File: config.mk
export PLATFORM = sky130hd
export DESIGN_NAME = ice40_pdm_decim_flat
export DESIGN_NICKNAME = d
export VERILOG_FILES = /design/src/rtl/audio_pkg.sv /design/src/rtl/ice40_pdm_decim_if.sv /design/src/rtl/ice40_pdm_clkgen.sv /design/src/rtl/ice40_pdm_decim.sv /design/src/flat_wrapper.sv
export SDC_FILE = /design/constraint.sdc
export NUM_CORES = 1
export LEC_CHECK = 0
export ABC_CLOCK_PERIOD_IN_PS = 13530
export BUFFER_PORTS_ARGS = -buffer_cell sky130_fd_sc_hd__buf_2
export CAP_MARGIN = 20
export CORE_MARGIN = 1
export CORE_UTILIZATION = 35
export CTS_CLUSTER_DIAMETER = 30
export CTS_CLUSTER_SIZE = 14
export DETAILED_ROUTE_END_ITERATION = 8
export PLACE_DENSITY = 0.55
export SYNTH_ARGS = -nofsm -noshare
export SYNTH_HDL_FRONTEND = slang
export SYNTH_SLANG_ARGS = --single-unit
File: constraint.sdc
create_clock -name clk -period 13.53 [get_ports clk]
set_input_delay 2.706 -clock clk [delete_from_list [all_inputs] [get_ports clk]]
set_output_delay 2.706 -clock clk [all_outputs]
set_load 0.01 [all_outputs]
File: src/rtl/audio_pkg.sv
`default_nettype none
// +--------------------------------------------------------------------+
// | audio_pkg : shared CIC/PCM constants and comb FSM state encoding    |
// | Revision  : 1.0                                                     |
// +--------------------------------------------------------------------+
package audio_pkg;

    localparam int CIC_ORDER = 4;
    localparam int CIC_DECIM = 64;
    localparam int CIC_W     = 29;
    localparam int PCM_W     = 16;
    localparam int PCM_MSB   = 28;

    // Full-scale CIC output magnitude is CIC_DECIM**CIC_ORDER = 2**CIC_GAIN_LOG2.
    localparam int CIC_GAIN_LOG2 = CIC_ORDER * $clog2(CIC_DECIM);

    typedef enum logic [2:0] {
        IDLE = 3'd0,
        SNAP = 3'd1,
        C1   = 3'd2,
        C2   = 3'd3,
        C3   = 3'd4,
        C4   = 3'd5,
        OUT  = 3'd6
    } cic_state_t;

endpackage
`default_nettype wire

File: src/rtl/ice40_pdm_decim_if.sv
`default_nettype none
// +--------------------------------------------------------------------+
// | ice40_pdm_decim_if : PCM sample stream towards the sample buffer    |
// | Revision           : 1.0                                            |
// +--------------------------------------------------------------------+
interface ice40_pdm_decim_if;
    import audio_pkg::*;

    logic             smp_we;
    logic [PCM_W-1:0] smp_data;
    logic             sat;

    modport master (output smp_we, output smp_data, output sat);
    modport slave  (input  smp_we, input  smp_data, input  sat);

endinterface
`default_nettype wire

File: src/rtl/ice40_pdm_clkgen.sv
`default_nettype none
// +--------------------------------------------------------------------+
// | ice40_pdm_clkgen : PDM bit-clock divider, data synchroniser and     |
// |                    channel sampling strobe                          |
// | Revision         : 1.0                                              |
// +--------------------------------------------------------------------+
module ice40_pdm_clkgen #(
    parameter int CLK_DIV = 12
) (
    input  logic clk,
    input  logic resetn,
    input  logic en,
    input  logic lr_sel,
    input  logic pdm_data,
    output logic pdm_clk,
    output logic pstb,
    output logic pdm_bit
);

    localparam int               CNT_W    = $clog2(CLK_DIV);
    localparam logic [CNT_W-1:0] HALF_CNT = CNT_W'(CLK_DIV / 2);
    localparam logic [CNT_W-1:0] HIGH_END = CNT_W'(CLK_DIV / 2 - 1);
    localparam logic [CNT_W-1:0] LAST_CNT = CNT_W'(CLK_DIV - 1);

    logic [CNT_W-1:0] div_cnt;
    logic [CNT_W-1:0] div_nxt;
    logic             run;
    logic             lr_lat;
    logic             sync1;
    logic             sync2;

    // The first enabled cycle holds the count at 0 so the PDM clock starts a full period.
    always_comb begin
        div_nxt = '0;
        if (en && run && (div_cnt != LAST_CNT)) begin
            div_nxt = div_cnt + 1'b1;
        end
    end

    always_ff @(posedge clk or negedge resetn) begin
        if (!resetn) begin
            div_cnt <= '0;
            run     <= 1'b0;
            pdm_clk <= 1'b0;
            lr_lat  <= 1'b0;
            sync1   <= 1'b0;
            sync2   <= 1'b0;
        end else begin
            div_cnt <= div_nxt;
            run     <= en;
            pdm_clk <= en && (div_nxt < HALF_CNT);
            sync1   <= pdm_data;
            sync2   <= sync1;
            // Channel select is only allowed to change on a period boundary.
            if (!en || !run || (div_cnt == LAST_CNT)) begin
                lr_lat <= lr_sel;
            end
        end
    end

    assign pstb    = run && (div_cnt == (lr_lat ? LAST_CNT : HIGH_END));
    assign pdm_bit = sync2;

endmodule
`default_nettype wire

File: src/rtl/ice40_pdm_decim.sv
`default_nettype none
// +--------------------------------------------------------------------+
// | ice40_pdm_decim : PDM microphone front end with 4th-order CIC       |
// |                   decimate-by-64 to signed 16-bit PCM               |
// | Revision        : 1.0                                               |
// +--------------------------------------------------------------------+
module ice40_pdm_decim
    import audio_pkg::*;
#(
    parameter int CLK_DIV = 12,
    parameter int SETTLE  = 4
) (
    input  logic              clk,
    input  logic              resetn,
    input  logic              i_en,
    input  logic              i_lr_sel,
    input  logic              i_pdm_data,
    output logic              o_pdm_clk,
    ice40_pdm_decim_if.master smp
);

    localparam int PH_W     = $clog2(CIC_DECIM);
    localparam int SETTLE_W = (SETTLE < 1) ? 1 : $clog2(SETTLE + 1);
    // Align CIC full scale (2**CIC_GAIN_LOG2) with the PCM_MSB weight before slicing.
    localparam int OUT_MSB  = PCM_MSB - (PCM_MSB - CIC_GAIN_LOG2);
    localparam int OUT_LSB  = OUT_MSB - PCM_W + 1;

    localparam logic [PH_W-1:0]         PH_LAST   = PH_W'(CIC_DECIM - 1);
    localparam logic [SETTLE_W-1:0]     SETTLE_LD = SETTLE_W'(SETTLE);
    localparam logic signed [CIC_W-1:0] POS_FS    = CIC_W'(64'sd1 << CIC_GAIN_LOG2);

    logic                pstb;
    logic                pdm_bit;
    logic                dstb;
    logic [CIC_W-1:0]    x_in;
    logic [CIC_W-1:0]    integ [CIC_ORDER];
    logic [CIC_W-1:0]    dly   [CIC_ORDER];
    logic [CIC_W-1:0]    w;
    logic [CIC_W-1:0]    diff;
    logic [PH_W-1:0]     ph_cnt;
    logic [SETTLE_W-1:0] settle;
    logic [1:0]          stage_sel;
    logic                comb_active;
    logic                clip;
    logic [PCM_W-1:0]    pcm;
    logic                pcm_we;
    logic [PCM_W-1:0]    pcm_data;
    logic                pcm_sat;
    cic_state_t          state;
    cic_state_t          state_nxt;

    ice40_pdm_clkgen #(
        .CLK_DIV (CLK_DIV)
    ) u_clkgen (
        .clk      (clk),
        .resetn   (resetn),
        .en       (i_en),
        .lr_sel   (i_lr_sel),
        .pdm_data (i_pdm_data),
        .pdm_clk  (o_pdm_clk),
        .pstb     (pstb),
        .pdm_bit  (pdm_bit)
    );

    assign x_in = pdm_bit ? CIC_W'(1) : {CIC_W{1'b1}};
    assign dstb = pstb && (ph_cnt == PH_LAST);

    always_ff @(posedge clk or negedge resetn) begin
        if (!resetn) begin
            ph_cnt <= '0;
            for (int k = 0; k < CIC_ORDER; k++) integ[k] <= '0;
        end else if (!i_en) begin
            ph_cnt <= '0;
            for (int k = 0; k < CIC_ORDER; k++) integ[k] <= '0;
        end else if (pstb) begin
            ph_cnt   <= ph_cnt + 1'b1;
            integ[0] <= integ[0] + x_in;
            for (int k = 1; k < CIC_ORDER; k++) integ[k] <= integ[k] + integ[k-1];
        end
    end

    always_ff @(posedge clk or negedge resetn) begin
        if (!resetn) begin
            state <= IDLE;
        end else if (!i_en) begin
            state <= IDLE;
        end else begin
            state <= state_nxt;
        end
    end

    always_comb begin
        state_nxt   = state;
        stage_sel   = 2'd0;
        comb_active = 1'b0;
        case (state)
            IDLE:    if (dstb) state_nxt = SNAP;
            SNAP:    state_nxt = C1;
            C1:      begin state_nxt = C2;  comb_active = 1'b1; stage_sel = 2'd0; end
            C2:      begin state_nxt = C3;  comb_active = 1'b1; stage_sel = 2'd1; end
            C3:      begin state_nxt = C4;  comb_active = 1'b1; stage_sel = 2'd2; end
            C4:      begin state_nxt = OUT; comb_active = 1'b1; stage_sel = 2'd3; end
            OUT:     state_nxt = IDLE;
            default: state_nxt = IDLE;
        endcase
    end

    assign diff = w - dly[stage_sel];
    assign clip = ($signed(diff) >= POS_FS);
    assign pcm  = clip ? 16'h7FFF : diff[OUT_MSB:OUT_LSB];

    // The final comb result is registered on leaving C4 so data and strobe appear together in OUT.
    always_ff @(posedge clk or negedge resetn) begin
        if (!resetn) begin
            w        <= '0;
            for (int k = 0; k < CIC_ORDER; k++) dly[k] <= '0;
            settle   <= SETTLE_LD;
            pcm_we   <= 1'b0;
            pcm_sat  <= 1'b0;
            pcm_data <= '0;
        end else if (!i_en) begin
            w        <= '0;
            for (int k = 0; k < CIC_ORDER; k++) dly[k] <= '0;
            settle   <= SETTLE_LD;
            pcm_we   <= 1'b0;
            pcm_sat  <= 1'b0;
        end else begin
            pcm_we  <= 1'b0;
            pcm_sat <= 1'b0;
            if (state == SNAP) begin
                w <= integ[CIC_ORDER-1];
            end
            if (comb_active) begin
                w              <= diff;
                dly[stage_sel] <= w;
            end
            if ((state == C4) && (settle == '0)) begin
                pcm_data <= pcm;
                pcm_we   <= 1'b1;
                pcm_sat  <= clip;
            end
            if ((state == OUT) && (settle != '0)) begin
                settle <= settle - 1'b1;
            end
        end
    end

    assign smp.smp_we   = pcm_we;
    assign smp.smp_data = pcm_data;
    assign smp.sat      = pcm_sat;

endmodule
`default_nettype wire
File: src/flat_wrapper.sv
// flat-port wrapper written by rule: the top's interface ports become plain ports
module ice40_pdm_decim_flat import audio_pkg::*;
#(
    parameter int CLK_DIV = 12,
    parameter int SETTLE  = 4
)
  (clk, resetn, i_en, i_lr_sel, i_pdm_data, o_pdm_clk, smp_smp_we, smp_smp_data, smp_sat);
  ice40_pdm_decim_if smp_i ();
  input  logic clk;
  input  logic resetn;
  input  logic i_en;
  input  logic i_lr_sel;
  input  logic i_pdm_data;
  output logic o_pdm_clk;
  output wire logic [$bits(smp_i.smp_we)-1:0] smp_smp_we;
  output wire logic [$bits(smp_i.smp_data)-1:0] smp_smp_data;
  output wire logic [$bits(smp_i.sat)-1:0] smp_sat;
  assign smp_smp_we = smp_i.smp_we;
  assign smp_smp_data = smp_i.smp_data;
  assign smp_sat = smp_i.sat;
  ice40_pdm_decim #(.CLK_DIV(CLK_DIV), .SETTLE(SETTLE)) u_core (.clk(clk), .resetn(resetn), .i_en(i_en), .i_lr_sel(i_lr_sel), .i_pdm_data(i_pdm_data), .o_pdm_clk(o_pdm_clk), .smp(smp_i));
endmodule
==> key figures, run 1 <==
Min path
  • Min-delay src: u_core.u_clkgen.sync1
  • Hold depth: 0
  • Worst Hold Endpoint: u_core.u_clkgen.pdm_bit
  • Hold crit path type: reg2reg

Setup path
  • Slowest stage delay, CP: 0.74 ns
  • R2R setup slack: 8.24 ns
  • CP cell instances: xor2_1 -> nand2_1 -> mux4_2 -> fa_1 -> nor2b_1 -> o31a_1 -> o21ai_0 -> o22ai_1 -> o211ai_1 -> a311oi_2 -> nand2_1 -> o311ai_4 -> o211ai_1
  • Setup crit end kind: flip-flop
  • Kind of critical path: reg2reg
  • Worst R2R Start: u_core.state[2]
  • R2R Path End: u_core.smp.smp_data[9]
  • Critical Path RT: 13.95 ns
  • WP buf/inv: 0
  • Crit-path leading delay family: compound AO/OA/AOI/OAI gates
  • Worst path arrival time: between 5 and 6 ns
  • Slowest cell on the critical path: o311ai_4
  • R2R depth: 13
  • Crit path max fanout: 16
  • Worst setup SP type: flip-flop

Global route
  • GR Layer Usage met3: 3.39%
  • Vias in the first global route: 16600
  • First-pass GRT wire length: 88000 um
  • Pin count of the biggest net entering global routing: 183
  • Gr ovfl total: 0
  • GR peak layer: met2
  • Met2 Resource Use GR: 31.9%
  • Initial antenna violation count: 0
  • GR Layer Usage met1: 24.8%
  • GRT Util Overall: about a fifth

Synthesis
  • Post-synth EDFFs: 0
  • Sequential element share of the synthesized area: 38.0%
  • Synth cell types: between 70 and 80
  • Most common cell in the netlist: nand2_1
  • Syn_nets: about 2400
  • Synth top area cells: dfrtp_1, ha_1, nand2_1, a21oi_1, mux4_2
  • Largest area contributor in the netlist: dfrtp_1
  • Post-synth ARST share: 100%
  • Synthesized instance count: approximately 2300
  • Synth Area per Inst: 8.68 sq um
  • Mapped Area: 19800 sq um
  • Synth Warn #: 0
  • Top FF cell, synth: dfrtp_1
  • Top cells by count, synth: nand2_1, dfrtp_1, a21oi_1
  • Post-synth top area share: 37.9%
  • Synthesis-stage register bit count: 300

Floorplanning
  • FP Rows: 86
  • Core Region: 55400 sq um
  • Chip width: 240 um
  • I/O pin total: 24
  • Die Height: 240 um
  • DIE AREA: 57400 sq um
  • Initial Utilization: a little over a third

STA
  • Sum Neg Setup Slack: 0 ns
  • Final Skew: 0.0199 ns
  • Worst slew pin tran: 1.09 ns
  • Period utilization: between 30% and 40%
  • Slew HR: 27.1%
  • Hold Slack: 0.341 ns
  • Setup violations, final: 0
  • Slew Viols, Final: 0
  • FMAX: 0.189 GHz
  • Final period demand of the worst path: 5.29 ns
  • Unrepaired setup endpoints after global routing: no
  • Final hold violations: 0

Placement
  • Placer Congestion: 0.901
  • I/O Buffers: 23
  • Dpl hpwl: between 30000 and 40000 um
  • Placed cells: 2958

Power
  • Total power density per cell area: between 100 and 150 nW/um^2
  • Leak pwr: 0.0108 uW
  • VDD IR max: a little under 0.08 mV

Clock network
  • H-tree levels: 3
  • Clock slew at the register clock pins of the worst setup and hold paths: 0.05 ns
  • # hold bufs at CTS: 0
  • Setup repair bufs after CTS: 0
  • CTS Buf Count: 76
  • Clock root buffer: clkbuf_16
  • Clock Tree Buf Depth: 3
  • Clk sinks: 300
  • Clock Latency Late Sink: 0.59 ns
  • CTS tree: yes
  • Resize count post-CTS: 0

Final layout
  • Layout Cells excl Fill: 3097
  • Area grow syn2layout: 17.9%
  • Layout cell share with drive strength beyond 1: 10.2%
  • ANT cells: 0
  • Nets: 2444

Drt
  • Via count: 16700
  • Pre-antenna DRT Iters: 8
  • Final wirelength: 53300 um
  • Routed Antenna Nets: 0
  • Post-route DRC: 0
  • DR WL/cell: ~17 um
  • Vias per cell: 5.41
  • 1st-iter DRT viols: 1143

Outcome
  • Outcome: finished clean

Run
  • Max-cap viol count: 0
cells in the final DEF, fill, tap and decap left out, types with 27 or more instances in the layout:
master,n
nand2_1,475
dfrtp_1,299
a21oi_1,293
ha_1,146
nor2_1,99
o21ai_0,98
clkbuf_16,78
a21o_1,69
inv_1,68
xnor2_1,62
xor2_1,49
nand3_1,49
a211oi_1,48
mux4_2,29
nor3_1,28
o211ai_1,27
registers in the layout, indices dropped and copies added (netlist names), 3 cells and up:
signal                   flops
u_core.settle                3
u_core.state                 3
u_core.ph_cnt                6
u_core.dly                 116
u_core.u_clkgen.div_cnt      4
u_core.smp.smp_data         16
u_core.w                    29
u_core.integ               116
power by group:
part | internal, uW | total (uW) | switching (uW)
clock | 1340 | 1890 | 557
sequential | 902 | 903 | 1.09
combinational | 9.39 | 52.9 | 43.5
cell families after synthesis:
group	count (synthesis)	share of synthesized area [%]
AND/OR/NAND/NOR	808	18.0
AO/OA/AOI/OAI	675	21.3
flip-flops	300	38.0
buffers and inverters	180	3.49
adder cells (fa/ha/maj)	151	9.75
XOR/XNOR	111	4.92
multiplexers	52	4.48
metal layers:
metal | part of all wire [%] | routed length (um)
met5 | 0 | 0
met4 | 2.3 | 1240
met3 | 4.1 | 2210
met2 | 47 | 25100
met1 | 47 | 24800
worst max-delay path by stage:
stage	from	endpoint	slack (ns)	cells after the start
5_1_grt	u_core.state[2]	u_core.smp.smp_data[3]	7.97	13
3_3_place_gp	u_core.state[2]	u_core.smp.smp_data[9]	8.40	14
2_1_floorplan	u_core.state[1]	u_core.smp.smp_data[13]	8.85	18
6_report	u_core.state[2]	u_core.smp.smp_data[9]	8.24	13
4_1_cts	u_core.state[2]	u_core.smp.smp_data[9]	8.19	13
3_5_place_dp	u_core.state[2]	u_core.smp.smp_data[9]	8.21	13
cell type report:
type / count / area, sq um
multi-input cells: 1797 / 11600
clock inverters: 41 / 531
flip-flops and latches: 300 / 7510
fillers: 5444 / 32100
clock buffers: 98 / 2180
inverters: 70 / 268
well taps: 748 / 936
repair buffers: 43 / 288
per-stage QoR:
stage | total power, uW | worst slack [ns] | instance area, sq um | util (%)
floorplan | 941 | 8.85 | 19800 | -
global placement | 969 | 8.40 | 20600 | 37.2
detailed placement | 971 | 8.21 | 20600 | 37.2
CTS | 2880 | 8.19 | 23300 | 42.1
global route | 2940 | 7.97 | 23300 | 42.1
finish | 2850 | 8.24 | 23300 | 42.1
Note: power is estimated with default switching activity, not from simulation.
==> inputs of run 2 (changes only) <==
- ABC_AREA: default -> 1
- ABC_CLOCK_PERIOD_IN_PS: 13530 -> 4800
- PLACE_DENSITY: 0.55 -> 0.57
- clock period: 13.53 -> 4.8 ns (I/O delays scaled with it)
==> key figures, run 2 <==
Outcome
  • Outcome: finished clean

Drt
  • Pre-antenna DRT Iters: 7 (-1)
  • Routed Antenna Nets: 0 (unchanged)
  • Vias per cell: 5.27 (-2.5%)
  • DR WL/cell: 17.6 um (+2.3%)
  • 1st-iter DRT viols: 1333 (+17%)
  • Met2 WL: 28200 um (+12%)
  • Post-route DRC: 0 (unchanged)
  • Via count: 18800 (+12%)
  • Final wirelength: 62800 um (+18%)
  • Met3 wire length: 2930 um (+33%)
  • Wire length on met1: 30100 um (+21%)
  • DR top layer: met4

Synthesis
  • Most common cell in the netlist: nand2_1
  • Mapped Area: 20000 sq um (+1.4%)
  • Largest area contributor in the netlist: dfrtp_1
  • Top FF cell, synth: dfrtp_1
  • Synth top area cells: dfrtp_1, nand2_1, ha_1, o21ai_0, a21oi_1
  • Synth Warn #: 0 (unchanged)
  • Post-synth ARST share: 100% (unchanged)
  • Synth cell types: 52 (-29%)
  • Synthesis-stage register bit count: 300 (unchanged)
  • Post-synth EDFFs: 0 (unchanged)
  • Syn_nets: 2844 (+17%)
  • Post-synth top area share: 37.3% (-0.53 points)
  • Synthesized instance count: 2688 (+18%)
  • Top cells by count, synth: nand2_1, dfrtp_1, inv_1
  • Synth Area per Inst: 7.46 sq um (-14%)
  • Sequential element share of the synthesized area: 37.5% (-0.53 points)

STA
  • FMAX: 0.234 GHz (+24%)
  • Period utilization: 88.9% (+50 points)
  • Final period demand of the worst path: 4.27 ns (-1.02 ns)
  • Sum Neg Setup Slack: 0 ns (unchanged)
  • Setup WS post-layout: 0.531 ns (-7.71 ns)
  • Setup violations, final: 0 (unchanged)
  • Unrepaired setup endpoints after global routing: no
  • Hold Slack: 0.306 ns (-0.0356 ns)
  • Final hold violations: 0 (unchanged)
  • Slew HR: 28.6% (+1.5 points)
  • Final Skew: 0.0273 ns (+0.00737 ns)
  • Worst slew pin tran: 1.07 ns (-0.0248 ns)
  • Slew Viols, Final: 0 (unchanged)

Min path
  • Hold crit path type: in2async

Clock network
  • Setup repair bufs after CTS: 0 (unchanged)
  • Clock slew at the register clock pins of the worst setup and hold paths: 0.05 ns (about the same)
  • H-tree levels: 3 (unchanged)
  • CTS tree: yes
  • Clock Latency Late Sink: 0.63 ns (+0.04 ns)
  • Clk sinks: 300 (unchanged)
  • # hold bufs at CTS: 0 (unchanged)
  • Clock Tree Buf Depth: 3 (unchanged)
  • Clock root buffer: clkbuf_16
  • CTS Buf Count: 85 (+12%)
  • Resize count post-CTS: 0 (unchanged)

Floorplanning
  • DIE AREA: 58200 sq um (+1.4%)
  • Initial Utilization: 35.5% (-0.18 points)
  • Chip width: 241 um (+0.70%)
  • Die Height: 241 um (+0.70%)
  • I/O pin total: 24 (unchanged)
  • FP Rows: 87 (+1.2%)
  • Core Region: 56500 sq um (+1.9%)

Placement
  • Placer Congestion: 0.971 (+7.7%)
  • Setup WS pre-CTS: 0.619 ns (-7.59 ns)
  • I/O Buffers: 23 (unchanged)
  • Dpl hpwl: 46300 um (+29%)

Power
  • Total power density per cell area: 362 nW/um^2 (+200%)
  • VDD IR max: 0.281 mV (+260%)
  • Total power: 8690 uW (+210%)
  • Leak pwr: 0.0118 uW (+8.6%)

Global route
  • Gr ovfl total: 0 (unchanged)
  • Initial antenna violation count: 0 (unchanged)
  • Pin count of the biggest net entering global routing: 120 (-34%)
  • Vias in the first global route: 18700 (+13%)
  • GRT Util Overall: 22.2% (+3.2 points)
  • First-pass GRT wire length: 102000 um (+16%)

Setup path
  • Worst setup SP type: flip-flop
  • CP cell instances: inv_1 -> ha_1 -> inv_1 -> nor2_8 -> inv_1 -> o22ai_1 -> a221oi_1 -> ha_1 -> nand2_1 -> inv_1 -> nand2_1 -> nor3_1 -> nand4_1 -> nand3_1 -> nand2_1 -> nand2_1 -> inv_1 -> nand2_1 -> nand2_2 -> nand2_4 -> a21oi_1
  • Slowest stage delay, CP: 0.53 ns (-0.21 ns)
  • Kind of critical path: reg2reg
  • Slowest cell on the critical path: inv_1
  • Critical Path RT: 5.28 ns (-8.67 ns)
  • Crit path max fanout: 19 (+3)
  • Setup crit end kind: flip-flop
  • Worst path arrival time: 4.75 ns (-0.95 ns)

Final layout
  • Most common cell after layout, fill and taps aside: nand2_1
  • Fin util: 42.4% (+0.37 points)
  • ANT cells: 0 (unchanged)
  • Nets: 2897 (+19%)
  • Biggest regs: u_core.dly (116), u_core.integ (116), u_core.w (29)
  • Area grow syn2layout: 19.6%
  • Commonest non-fill, non-tap cells in the layout: nand2_1, dfrtp_1, inv_1
  • Layout cell share with drive strength beyond 1: 7.65% (-2.5 points)

Run
  • Max-cap viol count: 0 (unchanged)
-- run 2: final timing paths --
path | endpoint | start | depth (start not counted) | slack (ns)
min in group clk | u_core.u_clkgen.pdm_bit | u_core.u_clkgen.sync1 | 0 | 0.35
max reg2reg | u_core.smp.smp_data[4] | u_core.state[1] | 21 | 0.53
max in group asynchronous | u_core.dly[64] | resetn | 2 | 3.40
min | u_core.smp.smp_data[7] | resetn | 1 | 0.31
min reg2reg | u_core.u_clkgen.pdm_bit | u_core.u_clkgen.sync1 | 0 | 0.35
max | u_core.smp.smp_data[4] | u_core.state[1] | 21 | 0.53
-- run 2: logic make-up (layout without fill, tap and decap cells) --
group	after synthesis	in the layout	synth area share (%)
XOR/XNOR	47	47	2.05
multiplexers	1	1	0.0562
AO/OA/AOI/OAI	761	761	22.0
adder cells (fa/ha/maj)	151	151	9.61
flip-flops	300	300	37.5
AND/OR/NAND/NOR	1058	1058	21.6
buffers and inverters	370	491	7.19
-- run 2: final cells by class --
cell class	instances	area [sq um]
multi-input cells	2018	11100
flip-flops and latches	300	7510
clock buffers	114	2410
well taps	756	946
inverters	290	1090
clock inverters	41	597
fillers	5654	32500
repair buffers	46	325
-- run 2: through the flow --
| step | area [sq um] | std cells |
|---|---|---|
| 3_5_place_dp | 21000 | 3410 |
| 2_1_floorplan | 20000 | 2688 |
| 4_1_cts | 24000 | 3565 |
| 3_3_place_gp | 21000 | 3410 |
| 6_report | 24000 | 3565 |
| 5_1_grt | 24000 | 3565 |
-- run 2: where the power goes --
part | switching, uW | internal (uW) | total (uW)
clock | 1760 | 4100 | 5860
sequential | 16.0 | 2560 | 2580
combinational | 193 | 61.6 | 255
total | 1960 | 6720 | 8690
-- run 2: layer usage --
layer / vias to the layer above / track usage [%]
met3: 116 / 3.33
met2: 468 / 35.6
met1: 8885 / 30.3
met5: - / 0
li1: 9320 / -
met4: 0 / 7.71
-- run 2: critical path, delay by kind of cell, from the launching register on --
family	cells	cell delay, ns
buf+inv	5	0.99
compound gates	3	0.61
fa+ha+maj	2	0.61
flops	1	0.43
simple gates	11	1.45
